===== src/rtl/jtsbaskt_objdraw.sv =====
// ---------------------------------------------------------------------------
// jtsbaskt_objdraw
//
// Sprite line drawer. It fetches two 32-bit ROM words (eight 4-bit pixels
// each) for one 16-pixel-wide sprite row, maps every pixel through a 256x4
// palette PROM and writes the result into a double-buffered 256x4 line
// buffer. The opposite bank is read out at the pixel rate and cleared as it
// is read, so the next line starts empty.
//
// Ports
//   rst, clk       asynchronous active-high reset, 48 MHz clock
//   pxl_cen        pixel clock enable (read side and pxl register)
//   cen2           half-rate enable (drawer FSM)
//   LHBL           horizontal blank, active low
//   hinit_x        line start; swaps the banks and aborts any draw
//   hdump          horizontal counter, bits [7:0] address the read bank
//   draw, busy     sprite request / drawer occupied
//   code .. ysub   sprite fields, latched on an accepted draw
//   prog_*         PROM download port
//   rom_cs, rom_addr, rom_data, rom_ok   sprite ROM request/response
//   pxl            colour index out, 0 = transparent
// ---------------------------------------------------------------------------
module jtsbaskt_objdraw #(
  parameter logic [7:0] HOFFSET     = 8'd6,
  parameter bit         BYPASS_PROM = 1'b0
) (
  input  logic        rst,
  input  logic        clk,
  input  logic        pxl_cen,
  input  logic        cen2,
  input  logic        LHBL,
  input  logic        hinit_x,
  input  logic [8:0]  hdump,
  input  logic        draw,
  output logic        busy,
  input  logic [8:0]  code,
  input  logic [7:0]  xpos,
  input  logic [3:0]  pal,
  input  logic        hflip,
  input  logic        vflip,
  input  logic [3:0]  ysub,
  input  logic [3:0]  prog_data,
  input  logic [7:0]  prog_addr,
  input  logic        prog_en,
  output logic        rom_cs,
  output logic [13:0] rom_addr,
  input  logic [31:0] rom_data,
  input  logic        rom_ok,
  output logic [3:0]  pxl
);

  typedef enum logic [1:0] {
    ST_IDLE  = 2'd0,
    ST_FETCH = 2'd1,
    ST_DRAW  = 2'd2
  } state_t;

  state_t      r_st;

  // latched sprite fields
  logic [8:0]  r_code;
  logic [7:0]  r_xpos;
  logic [3:0]  r_pal;
  logic        r_hflip;
  logic        r_vflip;
  logic [3:0]  r_ysub;

  logic        r_half;
  logic [2:0]  r_pixcnt;
  logic [31:0] r_data;
  logic        r_busy;
  logic        r_rom_cs;

  // pixel write pipeline: stage 1 is the PROM read, stage 2 the buffer write
  logic        r_pix_we;
  logic        r_wr_bank;
  logic [7:0]  r_wr_addr;
  logic [3:0]  r_nib_q;
  logic [3:0]  r_prom_q;

  logic        r_lsel;
  logic        r_hinit_l;
  logic [3:0]  r_pxl;

  logic [3:0]  r_prom [0:255];
  logic [3:0]  r_buf0 [0:255];
  logic [3:0]  r_buf1 [0:255];

  logic [3:0]  w_yrow;
  logic [2:0]  w_nib_idx;
  logic [3:0]  w_nib;
  logic [7:0]  w_pix_x;
  logic [3:0]  w_colour;
  logic [7:0]  w_rd_addr;
  logic [3:0]  w_rd_val;
  logic        w_rd_clr;
  logic        w_emit;
  logic        w_unused_hdump;

  assign w_yrow    = r_vflip ? ~r_ysub : r_ysub;
  assign rom_addr  = {r_code, w_yrow, r_half ^ r_hflip};
  assign rom_cs    = r_rom_cs;
  assign busy      = r_busy;
  assign pxl       = r_pxl;

  // with hflip the word is walked from its top nibble down
  assign w_nib_idx = r_hflip ? (3'd7 - r_pixcnt) : r_pixcnt;
  assign w_nib     = r_data[{w_nib_idx, 2'b00} +: 4];
  // 8-bit sum: pixels beyond x=255 wrap to the left edge
  assign w_pix_x   = r_xpos + {4'd0, r_half, 3'd0} + {5'd0, r_pixcnt};
  assign w_colour  = BYPASS_PROM ? r_nib_q : r_prom_q;

  assign w_rd_addr = hdump[7:0] + HOFFSET;
  assign w_rd_val  = r_lsel ? r_buf1[w_rd_addr] : r_buf0[w_rd_addr];
  assign w_rd_clr  = pxl_cen & LHBL;
  // hinit_x has priority, so no pixel is produced on a line-swap cycle
  assign w_emit    = cen2 & ~hinit_x & (r_st == ST_DRAW);
  assign w_unused_hdump = hdump[8];

  // drawer FSM: fetch two words, emit eight pixels per word
  always_ff @(posedge clk or posedge rst) begin
    if (rst) begin
      r_st      <= ST_IDLE;
      r_code    <= 9'd0;
      r_xpos    <= 8'd0;
      r_pal     <= 4'd0;
      r_hflip   <= 1'b0;
      r_vflip   <= 1'b0;
      r_ysub    <= 4'd0;
      r_half    <= 1'b0;
      r_pixcnt  <= 3'd0;
      r_data    <= 32'd0;
      r_busy    <= 1'b0;
      r_rom_cs  <= 1'b0;
      r_pix_we  <= 1'b0;
      r_wr_bank <= 1'b0;
      r_wr_addr <= 8'd0;
      r_nib_q   <= 4'd0;
    end else begin
      // write strobe lasts one clk; cen2 never fires on consecutive pixels
      r_pix_we <= 1'b0;
      if (cen2) begin
        case (r_st)
          ST_IDLE: begin
            if (!hinit_x && draw) begin
              r_code   <= code;
              r_xpos   <= xpos;
              r_pal    <= pal;
              r_hflip  <= hflip;
              r_vflip  <= vflip;
              r_ysub   <= ysub;
              r_half   <= 1'b0;
              r_st     <= ST_FETCH;
              r_busy   <= 1'b1;
              r_rom_cs <= 1'b1;
            end
          end
          ST_FETCH: begin
            if (hinit_x) begin
              r_st     <= ST_IDLE;
              r_busy   <= 1'b0;
              r_rom_cs <= 1'b0;
            end else if (rom_ok) begin
              r_data   <= rom_data;
              r_pixcnt <= 3'd0;
              r_st     <= ST_DRAW;
              r_rom_cs <= 1'b0;
            end
          end
          ST_DRAW: begin
            if (hinit_x) begin
              r_st   <= ST_IDLE;
              r_busy <= 1'b0;
            end else begin
              r_pix_we  <= 1'b1;
              r_wr_addr <= w_pix_x;
              r_wr_bank <= ~r_lsel;
              r_nib_q   <= w_nib;
              r_pixcnt  <= r_pixcnt + 3'd1;
              if (r_pixcnt == 3'd7) begin
                if (!r_half) begin
                  r_half   <= 1'b1;
                  r_st     <= ST_FETCH;
                  r_rom_cs <= 1'b1;
                end else begin
                  r_st   <= ST_IDLE;
                  r_busy <= 1'b0;
                end
              end
            end
          end
          default: begin
            r_st     <= ST_IDLE;
            r_busy   <= 1'b0;
            r_rom_cs <= 1'b0;
          end
        endcase
      end
    end
  end

  // palette PROM: download port plus synchronous lookup of the emitted nibble
  always_ff @(posedge clk) begin
    if (prog_en) begin
      r_prom[prog_addr] <= prog_data;
    end
    if (w_emit) begin
      r_prom_q <= r_prom[{r_pal, w_nib}];
    end
  end

  // bank 0: sprite write when it is the write bank, read-clear otherwise
  always_ff @(posedge clk) begin
    if (r_pix_we && !r_wr_bank && (w_colour != 4'd0)) begin
      r_buf0[r_wr_addr] <= w_colour;
    end else if (w_rd_clr && !r_lsel) begin
      r_buf0[w_rd_addr] <= 4'd0;
    end
  end

  // bank 1: same arrangement with the bank roles swapped
  always_ff @(posedge clk) begin
    if (r_pix_we && r_wr_bank && (w_colour != 4'd0)) begin
      r_buf1[r_wr_addr] <= w_colour;
    end else if (w_rd_clr && r_lsel) begin
      r_buf1[w_rd_addr] <= 4'd0;
    end
  end

  // bank select toggles once on the first cen2 of each hinit_x pulse
  always_ff @(posedge clk or posedge rst) begin
    if (rst) begin
      r_lsel    <= 1'b0;
      r_hinit_l <= 1'b0;
    end else if (cen2) begin
      r_hinit_l <= hinit_x;
      if (hinit_x && !r_hinit_l) begin
        r_lsel <= ~r_lsel;
      end
    end
  end

  // pixel output register, forced to 0 during blanking
  always_ff @(posedge clk or posedge rst) begin
    if (rst) begin
      r_pxl <= 4'd0;
    end else if (pxl_cen) begin
      r_pxl <= LHBL ? w_rd_val : 4'd0;
    end
  end

endmodule


===== config.mk =====
export PLATFORM = sky130hd
export DESIGN_NAME = jtsbaskt_objdraw
export DESIGN_NICKNAME = d
export VERILOG_FILES = /design/src/rtl/jtsbaskt_objdraw.sv
export SDC_FILE = /design/constraint.sdc
export NUM_CORES = 2
export LEC_CHECK = 0
export BUFFER_PORTS_ARGS = -buffer_cell sky130_fd_sc_hd__clkbuf_2
export CAP_MARGIN = 20
export CORE_ASPECT_RATIO = 2
export CORE_UTILIZATION = 34
export CTS_BUF_LIST = sky130_fd_sc_hd__clkbuf_4
export DETAILED_ROUTE_END_ITERATION = 12
export GPL_ROUTABILITY_DRIVEN = 1
export HOLD_SLACK_MARGIN = 0.02
export SLEW_MARGIN = 20
export SYNTH_ARGS = -nofsm -noshare
export SYNTH_HDL_FRONTEND = slang
export SYNTH_SLANG_ARGS = --single-unit

===== constraint.sdc =====
create_clock -name clk -period 7.05 [get_ports clk]
set_clock_uncertainty 0.2 [all_clocks]
set_input_delay 1.41 -clock clk [delete_from_list [all_inputs] [get_ports clk]]
set_output_delay 1.41 -clock clk [all_outputs]
set_load 0.01 [all_outputs]

==> flow_metrics.env <==
export IMPL_synth_net_count=6974
export IMPL_synth_cells=6877
export IMPL_drt_first_iter_violations=5204
export IMPL_grt_pass1_wl_mm=480
export IMPL_routed_wire_length_mm=335
export IMPL_finalWorstPathRequiredPeriod_ns=5.55
export IMPL_max_clock_freq_mhz=180
export IMPL_synth_main_ff_cell="sky130_fd_sc_hd__edfxtp_1"
export IMPL_timing_critical_path_cells="mux2i_1 -> o2111ai_1 -> a22o_1 -> nor2_4 -> nand3_1 -> nand4_1 -> a211oi_1 -> nor4_1 -> a311oi_1"
export IMPL_cellPowerDensity_nw_per_um2=370
export IMPL_htreeDepth=6
export IMPL_port_buffers=107
export IMPL_post_cts_resized_instances=0
export IMPL_worstSetupEndpointType="register"
export IMPL_syn_cell_area_um2=126000
export IMPL_yosysTopAreaCellShare_pct=73.5
export IMPL_floorplan_die_area_um2=372000
export IMPL_worst_ir_drop_vdd_v=0.000804
export IMPL_cell_accounting_for_the_most_synthesized_area="sky130_fd_sc_hd__edfxtp_1"
export IMPL_synth_area_per_cell_um2=18.3
export IMPL_timing_max_slew_rel_slack_pct=21.2
export IMPL_vias_per_cell=5.18
export IMPL_critical_path_slowest_cell="sky130_fd_sc_hd__nor4_1"
export IMPL_result_of_the_run="finished, final reports clean"
export IMPL_clock_sink_count=3159
export IMPL_ys_seq_area_share_pct=75.2
export IMPL_cp_buffers_inverters=0
export IMPL_timing_critical_path_arrival_ns=6.33
export IMPL_grtUsageTotal_pct=17.8
export IMPL_first_global_vias=72100
export IMPL_rsz0062_at_grt="false"
export IMPL_routed_via_count=66900
export IMPL_post_route_cells_drive_above_1_share_pct=26.5
export IMPL_tritoncts="yes"
export IMPL_layout_nets=7535
export IMPL_setup_viol=0
export IMPL_timing_critical_path_required_ns=7.83
export IMPL_slew_violations=0
export IMPL_cts_buffers_inserted=699
export IMPL_num_fill_cells=33400
export IMPL_cts_root_buf="sky130_fd_sc_hd__clkbuf_4"
export IMPL_final_report_hold_violation_count=0
export IMPL_floorplan_rows=315
export IMPL_critPathKind="reg -> reg"
export IMPL_io_pins=109
export IMPL_final_min_period_over_clock_period_pct=78.7
export IMPL_drtAntennaViolNets=0
export IMPL_routedWlPerCell_um=26.0
export IMPL_grt_max_degree=164
export IMPL_hp_class="in -> reg"
export IMPL_die_span_in_y_um=862
export IMPL_remaining_drc_errors=0
export IMPL_final_hold_worst_slack_ns=0.225
export IMPL_ys_warnings_count=0
export IMPL_critical_path_max_stage_delay_ns=0.98
export IMPL_finalWeightedCongestion=0.860
export IMPL_initial_antenna_violation_count=20
export IMPL_clock_insertion_delay_worst_skew_ns=1.35
export IMPL_ys_ff_latch=3159
export IMPL_synth_cell_type_count=74
export IMPL_max_slew_worst_pin_slew_ns=1.18
export IMPL_synth_edff_count=3076
export IMPL_power_leakage_nw=45.1
export IMPL_holdBufCountCts=47
export IMPL_drt_pass1_iter_count=8
export IMPL_start_util_pct=34.2
export IMPL_detailed_place_hpwl_mm=214
export IMPL_async_flop_share_pct=2.63
export IMPL_maximum_buffer_depth_of_the_clock_tree=4
export IMPL_path_delay_family="simple AND/OR/NAND/NOR gates"
export IMPL_drv_cap=0
export IMPL_fin_tns_setup_ns=0
export IMPL_clk_transition_reported_paths_ns=0.07
export IMPL_commonest_non_fill_non_tap_cells_in_the_layout="sky130_fd_sc_hd__edfxtp_1 (3,076), sky130_fd_sc_hd__clkbuf_4 (976), sky130_fd_sc_hd__nor2_1 (789), sky130_fd_sc_hd__nand2_1 (736), sky130_fd_sc_hd__mux4_2 (672)"
export IMPL_crit_path_start_kind="register"
export IMPL_overflow=0
export IMPL_die_width_um=432
export IMPL_final_common_cell="sky130_fd_sc_hd__edfxtp_1"
export IMPL_crit_path_max_fanout=27
export IMPL_synth_top_cells_by_area="sky130_fd_sc_hd__edfxtp_1 (74%), sky130_fd_sc_hd__mux4_2 (12%), sky130_fd_sc_hd__nor2_1 (2.4%), sky130_fd_sc_hd__nand2_1 (2.2%), sky130_fd_sc_hd__mux2i_1 (1.7%)"
export IMPL_coreArea_um2=368000
export IMPL_area_delta_synth_final_pct=12.9
export IMPL_cts_post_setup_buffers_inserted=0
metrics by stage:
step	utilization, %	instances	power, mW	area (um2)	worst slack [ns]
final	38.6	12900	52.5	142000	1.50
after floorplan	-	6877	32.8	126000	0.544
after CTS	38.6	12900	53.0	142000	1.55
after global placement	35.9	11600	38.2	132000	1.36
after global routing	38.6	12900	54.7	142000	1.34
after detailed placement	36.0	11600	38.6	132000	1.27
state kept, by name, indices dropped and copies added (netlist names), 8 cells and up:
register   count
r_wr_addr      8
r_buf0      1024
r_code         9
r_prom      1024
r_buf1      1024
r_xpos         8
r_data        32
area by class of cell:
type / instances / area [um2] / area share, %
inverters: 18 / 70.1 / 0.0494
diodes: 17 / 42.5 / 0.0300
well taps: 4913 / 6150 / 4.33
repair buffers: 294 / 2650 / 1.87
multi-input cells: 3266 / 29400 / 20.7
clock inverters: 251 / 1750 / 1.24
flip-flops and latches: 3159 / 94400 / 66.6
clock buffers: 976 / 7330 / 5.17
worst paths after layout:
| check | startpoint | endpoint | slack (ns) | cells past startpoint |
|---|---|---|---|---|
| max | r_hflip$_DFFE_PP0P_ | r_prom_q[2]$_DFFE_PP_ | 1.50 | 9 |
| min | xpos[6] | r_xpos[6]$_DFFE_PP0P_ | 0.22 | 2 |
| max reg2reg | r_hflip$_DFFE_PP0P_ | r_prom_q[2]$_DFFE_PP_ | 1.50 | 9 |
| min reg2reg | r_code[3]$_DFFE_PP0P_ | r_code[3]$_DFFE_PP0P_ | 0.31 | 1 |
| max in group asynchronous | rst | r_wr_addr[3]$_DFFE_PP0P_ | 4.90 | 4 |
| min in group asynchronous | rst | r_code[7]$_DFFE_PP0P_ | 0.46 | 3 |
worst reg2reg max path: stages (launching register included):
cell,delay (ns)
sky130_fd_sc_hd__dfrtp_2,0.88
sky130_fd_sc_hd__mux2i_1,0.61
sky130_fd_sc_hd__o2111ai_1,0.28
sky130_fd_sc_hd__a22o_1,0.44
sky130_fd_sc_hd__nor2_4,0.91
sky130_fd_sc_hd__nand3_1,0.25
sky130_fd_sc_hd__nand4_1,0.19
sky130_fd_sc_hd__a211oi_1,0.11
sky130_fd_sc_hd__nor4_1,0.99
sky130_fd_sc_hd__a311oi_1,0.35
layer usage:
| metal | share of wire, % | routed length [um] | vias up | global-route usage, % |
|---|---|---|---|---|
| li1 | - | - | 29000 | - |
| met1 | 33 | 109000 | 34600 | 17.8 |
| met2 | 55 | 186000 | 2516 | 33.7 |
| met3 | 5.3 | 17800 | 799 | 2.88 |
| met4 | 6.8 | 22700 | 6 | 11.4 |
| met5 | 0.0086 | 29 | - | 0 |
cell usage after synthesis, types with 5 or more instances:
cell,n
sky130_fd_sc_hd__clkbuf_1,251
sky130_fd_sc_hd__nand2b_1,13
sky130_fd_sc_hd__dfrtp_1,83
sky130_fd_sc_hd__o211ai_1,13
sky130_fd_sc_hd__ha_1,7
sky130_fd_sc_hd__a2111oi_0,12
sky130_fd_sc_hd__a221oi_1,21
sky130_fd_sc_hd__buf_4,22
sky130_fd_sc_hd__buf_6,9
sky130_fd_sc_hd__a32o_1,24
sky130_fd_sc_hd__xor2_1,14
sky130_fd_sc_hd__a211oi_1,24
sky130_fd_sc_hd__mux4_2,672
sky130_fd_sc_hd__o21ai_0,44
sky130_fd_sc_hd__xnor2_1,7
sky130_fd_sc_hd__mux2_2,66
sky130_fd_sc_hd__nand4_1,66
sky130_fd_sc_hd__and3_1,31
sky130_fd_sc_hd__o22ai_1,8
sky130_fd_sc_hd__a31oi_1,62
sky130_fd_sc_hd__nor2b_1,17
sky130_fd_sc_hd__and3b_1,6
sky130_fd_sc_hd__nor4_1,10
sky130_fd_sc_hd__a21oi_1,10
sky130_fd_sc_hd__nand2_1,745
sky130_fd_sc_hd__nor2_1,790
sky130_fd_sc_hd__nor3_1,10
sky130_fd_sc_hd__buf_2,136
sky130_fd_sc_hd__edfxtp_1,3076
sky130_fd_sc_hd__o2111ai_1,5
sky130_fd_sc_hd__mux2i_1,216
sky130_fd_sc_hd__inv_1,18
sky130_fd_sc_hd__a32oi_1,100
sky130_fd_sc_hd__buf_1,15
sky130_fd_sc_hd__and2_1,14
sky130_fd_sc_hd__o21bai_1,8
sky130_fd_sc_hd__nand3_1,168
sky130_fd_sc_hd__o31ai_1,16
where the power goes:
part / switching [mW] / internal [mW] / total [mW]
Clock: 7.03 / 7.38 / 14.4
Sequential: 0.407 / 22.0 / 22.4
Combinational: 11.0 / 4.74 / 15.8
Total: 18.5 / 34.1 / 52.5
logic make-up after synthesis:
group,count (synthesis),synth area share (%)
AND/OR/NAND/NOR,1896,6.28
flip-flops,3159,75.2
multiplexers,954,14.4
AO/OA/AOI/OAI,387,2.36
XOR/XNOR,21,0.146
buffers and inverters,452,1.61
adder cells (fa/ha/maj),8,0.0856
(Power assumes the default switching activity.)
